===== src/rtl/alu_defs.sv =====
// Shared ALU definitions: loader FSM state codes and ALU opcodes.
// Used by both the operand loader and the ALU itself.
package alu_defs;

    typedef enum logic [1:0] {
        LOAD_A  = 2'd0,
        LOAD_B  = 2'd1,
        LOAD_OP = 2'd2,
        SHOW    = 2'd3
    } state_e;

    localparam logic [1:0] ADD = 2'd0;
    localparam logic [1:0] SUB = 2'd1;
    localparam logic [1:0] AND = 2'd2;
    localparam logic [1:0] XOR = 2'd3;

endpackage


===== src/rtl/btn_debounce.sv =====
// Button conditioner: 2-flop synchronizer, level debouncer and
// registered one-cycle pulse on an accepted rising level.
module btn_debounce #(
    parameter int DEBOUNCE_CYCLES = 16
) (
    input  logic clk_i,
    input  logic rst_i,
    input  logic btn_i,
    output logic pulse_o
);

    localparam int CW = (DEBOUNCE_CYCLES > 2) ? $clog2(DEBOUNCE_CYCLES) : 1;
    localparam logic [CW-1:0] LAST = CW'(DEBOUNCE_CYCLES - 1);

    logic          s1_q;
    logic          s2_q;
    logic          acc_q;
    logic          prev_q;
    logic          pulse_q;
    logic [CW-1:0] cnt_q;

    always_ff @(posedge clk_i or posedge rst_i) begin
        if (rst_i) begin
            s1_q    <= 1'b0;
            s2_q    <= 1'b0;
            acc_q   <= 1'b0;
            prev_q  <= 1'b0;
            pulse_q <= 1'b0;
            cnt_q   <= '0;
        end else begin
            s1_q <= btn_i;
            s2_q <= s1_q;
            if (s2_q == acc_q) begin
                cnt_q <= '0;
            end else if (cnt_q == LAST) begin
                acc_q <= s2_q;
                cnt_q <= '0;
            end else begin
                cnt_q <= cnt_q + CW'(1);
            end
            // Edge detect on the accepted level; falling edges are ignored.
            prev_q  <= acc_q;
            pulse_q <= acc_q & ~prev_q;
        end
    end

    assign pulse_o = pulse_q;

endmodule


===== src/rtl/alu_operand_loader.sv =====
// Step-through operand entry for an ALU: A, then B, then opcode,
// then a SHOW state where the operands are presented as valid.
module alu_operand_loader
    import alu_defs::*;
#(
    parameter int DATA_WIDTH      = 4,
    parameter int DEBOUNCE_CYCLES = 16
) (
    input  logic                  CLK,
    input  logic                  RST,
    input  logic [DATA_WIDTH-1:0] sw,
    input  logic                  btn_next,
    input  logic                  btn_clr,
    output logic [DATA_WIDTH-1:0] A,
    output logic [DATA_WIDTH-1:0] B,
    output logic [1:0]            opcode,
    output logic [1:0]            stage,
    output logic                  valid
);

    logic                  next_pulse;
    logic                  clr_pulse;
    logic [1:0]            sw_op;
    state_e                state_q;
    logic [DATA_WIDTH-1:0] a_q;
    logic [DATA_WIDTH-1:0] b_q;
    logic [1:0]            op_q;
    logic                  valid_q;

    btn_debounce #(.DEBOUNCE_CYCLES(DEBOUNCE_CYCLES)) u_next (
        .clk_i   (CLK),
        .rst_i   (RST),
        .btn_i   (btn_next),
        .pulse_o (next_pulse)
    );

    btn_debounce #(.DEBOUNCE_CYCLES(DEBOUNCE_CYCLES)) u_clr (
        .clk_i   (CLK),
        .rst_i   (RST),
        .btn_i   (btn_clr),
        .pulse_o (clr_pulse)
    );

    generate
        if (DATA_WIDTH >= 2) begin : g_op_wide
            assign sw_op = sw[1:0];
        end else begin : g_op_narrow
            assign sw_op = {1'b0, sw[0]};
        end
    endgenerate

    // Clear takes priority over a coincident next.
    always_ff @(posedge CLK or posedge RST) begin
        if (RST) begin
            state_q <= LOAD_A;
            a_q     <= '0;
            b_q     <= '0;
            op_q    <= '0;
            valid_q <= 1'b0;
        end else if (clr_pulse) begin
            state_q <= LOAD_A;
            a_q     <= '0;
            b_q     <= '0;
            op_q    <= '0;
            valid_q <= 1'b0;
        end else if (next_pulse) begin
            unique case (state_q)
                LOAD_A: begin
                    a_q     <= sw;
                    state_q <= LOAD_B;
                    valid_q <= 1'b0;
                end
                LOAD_B: begin
                    b_q     <= sw;
                    state_q <= LOAD_OP;
                    valid_q <= 1'b0;
                end
                LOAD_OP: begin
                    op_q    <= sw_op;
                    state_q <= SHOW;
                    valid_q <= 1'b1;
                end
                SHOW: begin
                    state_q <= LOAD_A;
                    valid_q <= 1'b0;
                end
                default: begin
                    state_q <= LOAD_A;
                    valid_q <= 1'b0;
                end
            endcase
        end
    end

    assign A      = a_q;
    assign B      = b_q;
    assign opcode = op_q;
    assign stage  = state_q;
    assign valid  = valid_q;

endmodule


===== config.mk =====
export PLATFORM = sky130hd
export DESIGN_NAME = alu_operand_loader
export DESIGN_NICKNAME = d
export VERILOG_FILES = /design/src/rtl/alu_defs.sv /design/src/rtl/btn_debounce.sv /design/src/rtl/alu_operand_loader.sv
export SDC_FILE = /design/constraint.sdc
export NUM_CORES = 1
export LEC_CHECK = 0
export CAP_MARGIN = 20
export CORE_MARGIN = 1.5
export CORE_UTILIZATION = 35
export DETAILED_ROUTE_END_ITERATION = 12
export PLACE_DENSITY = 0.53
export SETUP_SLACK_MARGIN = 0.3
export SLEW_MARGIN = 20
export SYNTH_ARGS = -nofsm -noshare
export SYNTH_HDL_FRONTEND = slang
export SYNTH_SLANG_ARGS = --single-unit

===== constraint.sdc =====
create_clock -name CLK -period 2.2 [get_ports CLK]
set_clock_uncertainty 0.05 [all_clocks]
set_input_delay 0.44 -clock CLK [delete_from_list [all_inputs] [get_ports CLK]]
set_output_delay 0.44 -clock CLK [all_outputs]
set_load 0.005 [all_outputs]

==> metrics.md <==
| Metric | Value |
|---|---|
| Outcome | finished, final reports clean |
| Syn Inst Count | 108 |
| Number of enable flip-flop cells after synthesis | 0 |
| Routed metal-1 wirelength | 988 um |
| DR DRC count | 0 |
| CP top delay family | buffers and inverters |
| GR Overflow Total | 0 |
| Fin. Hold Viols | 0 |
| Asr flop ratio synth | 1.000 |
| Num CTS Buffers | 5 |
| CP max stage cell | clkdlybuf4s50_1 |
| Netlist cell types | 18 |
| Fin nets | 147 |
| Starting density of the core | 0.3725 |
| Max Root-Sink Buffers | 2 |
| Peak VDD IR | 360.5 uV |
| Worst path depth | 1 |
| Buffers and inverters on the worst path | 1 |
| Rel. slew slack | 0.6623 |
| Worst endpoint required time | 1.71 ns |
| Gp weighted congestion | 0.7815 |
| Arrival time worst endpoint | 1.27 ns |
| Crit path from | stage[1] |
| CP peak stage delay | 0.52 ns |
| Count of final setup violators | 0 |
| Final Slew Violations | 0 |
| Met2 wirelength from detailed routing | 963 um |
| Fin crit period | 1.761 ns |
| Worst slew pin tran | 0.5065 ns |
| Worst-path cell chain | clkdlybuf4s50_1 |
| Critical path launch point type | register |
| CP Class | register to output port |
| Synth Warn # | 0 |
| Top Ports | 21 |
| Logic pwr share | 0.062 |
| Leakage | 0.7093 nW |
| Clock transition at path regs | 0.09 ns |
| Skew-Pair Late Insertion Delay | 0.33 ns |
| Hold_buf cts | 0 |
| Reg2reg end | A[0] |
| PortBufs | 20 |
| All-Layer GR Usage | 0.1239 |
| Synth top cells by count | dfrtp_1 (31), a21oi_1 (14), nand2_1 (13), nand3_1 (10), ha_1 (6) |
| Flops & latches, synth | 31 |
| CTS H-Tree Depth | 2 |
| Metal3 WL | 140 um |
| WL final | 2.146 mm |
| Routed Antenna Nets | 0 |
| Share of cells above drive strength 1 | 0.1119 |
| Root buffer cell | clkbuf_4 |
| Clock Power Share | 0.407 |
| Final worst-path cycle share | 0.8006 |
| TritonRoute pass-1 iters | 2 |
| Crit end category | output port |
| Maximum clock frequency | 0.5678 GHz |
| Setup TNS | 0 ns |
| Vias in the first global route | 838 |
| Crit-path max FO | 5 |
| Int Power | 0.8959 mW |
| Maxcap violations | 0 |
| Top_reg_cell synth | dfrtp_1 |
| Hold crit path type | register to register |
| Top Layer Used | met4 |
| Initial antenna violation count | 0 |
| Post-Syn Nets | 122 |
| Core Box Area | 3416 um^2 |
| Detailed Place HPWL | 1.468 mm |
| Synthesized area | 1272 um^2 |
| P_sw | 0.2415 mW |
| Area Growth Syn to Fin | 25.76% |
| PD cells | 710.8 nW/um^2 |
| R2r setup slk | 0.90 ns |
| Die Y | 63.30 um |
| DR iter-0 viols | 28 |
| Largest net degree at the start of global routing | 32 |
| Cell taking the most area after synthesis | dfrtp_1 |
| Register area share after synthesis | 0.6096 |
| R2R cell count | 5 |
| Switching share of power | 0.2123 |
| Sequential share of power | 0.530 |
| Vias per cell | 4.711 |
| RR Startpoint | stage[0] |
| CTS resizes | 0 |
| Total die area | 4006 um^2 |
| Syn Area/Cell | 11.78 um^2 |
| First-pass GRT wire length | 3.712 mm |
| Cell area after layout | 1600 um^2 |
| TritonCTS Sinks | 31 |
| Dpl cells | 172 |
| Critical Path End | stage[1] |
| Wire per inst | 11.92 um |
| CTS tree | done |
| Area after DPL | 1514 um^2 |
| Share of the synthesized area in the top cell type | 0.6096 |
| Setup Fix Bufs, Post-CTS | 0 |
| Final core occ | 0.4685 |
| RSZ-0062 raised after global routing | false |
| Dominant cells by area after synthesis | dfrtp_1 (61%), ha_1 (5.9%), a21oi_1 (5.5%), nand3_1 (3.9%), nand2_1 (3.8%) |
| Cell row count | 21 |
| Most common cell in the netlist | dfrtp_1 |
| Total chip power | 1.137 mW |
| Routed via count | 848 |
| Die width | 63.30 um |
| ANT cells | 0 |
| Non-filler cells, final | 180 |
==> area by class of cell <==
| type | count | area [um^2] |
|---|---|---|
| Clock buffer | 6 | 51.30 |
| Clock inverter | 2 | 35.03 |
| Fill cell | 331 | 1815 |
| Inverter | 5 | 18.77 |
| Multi-Input combinational cell | 69 | 454.2 |
| Sequential cell | 31 | 775.7 |
| Tap cell | 46 | 57.56 |
| Timing Repair Buffer | 21 | 207.7 |
==> power groups by stage <==
stage	Clock, mW	Combinational, mW	Sequential (mW)
4_1_cts	0.489	0.0729	0.604
5_1_grt	0.509	0.0807	0.606
3_3_place_gp	0	0.0710	0.614
3_5_place_dp	0	0.0722	0.615
2_1_floorplan	0	0.0358	0.613
6_report	0.463	0.0710	0.603
==> cell usage in the layout, fill, tap and decap left out <==
master / synthesis / layout
dfrtp_1: 31 / 31
clkdlybuf4s50_1: 0 / 20
a21oi_1: 14 / 14
nand2_1: 13 / 13
nand3_1: 10 / 10
ha_1: 6 / 6
xnor2_1: 5 / 5
nor2_1: 5 / 5
inv_1: 5 / 5
clkbuf_4: 0 / 5
nor2b_1: 4 / 4
nand3_2: 2 / 2
nor3b_2: 2 / 2
nand4b_1: 2 / 2
o21ai_0: 2 / 2
mux2_4: 2 / 2
mux2i_1: 2 / 2
clkinv_2: 0 / 1
bufinv_16: 0 / 1
clkbuf_8: 0 / 1
buf_4: 1 / 1
==> through the flow <==
stage	hold WS (ns)	setup slack (ns)
2_1_floorplan	0.2812	1.030
3_3_place_gp	0.2832	0.8094
3_5_place_dp	0.2871	0.7926
4_1_cts	0.3106	0.4012
5_1_grt	0.3308	0.3692
6_report	0.3065	0.4387
==> layer usage <==
metal / GRT usage / vias to the layer above
li1: - / 411
met2: 0.1888 / 20
met3: 0.05536 / 6
met5: 0 / -
met4: 0.07337 / 0
met1: 0.1439 / 411
==> flip-flops by register name, indices dropped and copies added (netlist names), 2 cells and up <==
signal        flops
A                 4
B                 4
u_clr.cnt_q       4
u_next.cnt_q      4
opcode            2
stage             2
==> cells by family (layout without fill, tap and decap cells) <==
kind of cell,after synthesis,after routing,synth area share
multiplexers,4,4,0.03933
XOR/XNOR,5,5,0.03441
AND/OR/NAND/NOR,38,38,0.1613
flip-flops,31,31,0.6096
buffers and inverters,8,34,0.03343
AO/OA/AOI/OAI,16,16,0.06293
adder cells (fa/ha/maj),6,6,0.05900
==> worst min-delay path by stage <==
stage          depth (start not counted)        start  slack (ns)          end
2_1_floorplan                          0   u_clr.s1_q        0.28   u_clr.s2_q
4_1_cts                                0   u_clr.s1_q        0.31   u_clr.s2_q
3_3_place_gp                           0   u_clr.s1_q        0.28   u_clr.s2_q
3_5_place_dp                           0   u_clr.s1_q        0.29   u_clr.s2_q
6_report                               0   u_clr.s1_q        0.31   u_clr.s2_q
5_1_grt                                0  u_next.s1_q        0.33  u_next.s2_q
(Power assumes the default switching activity.)
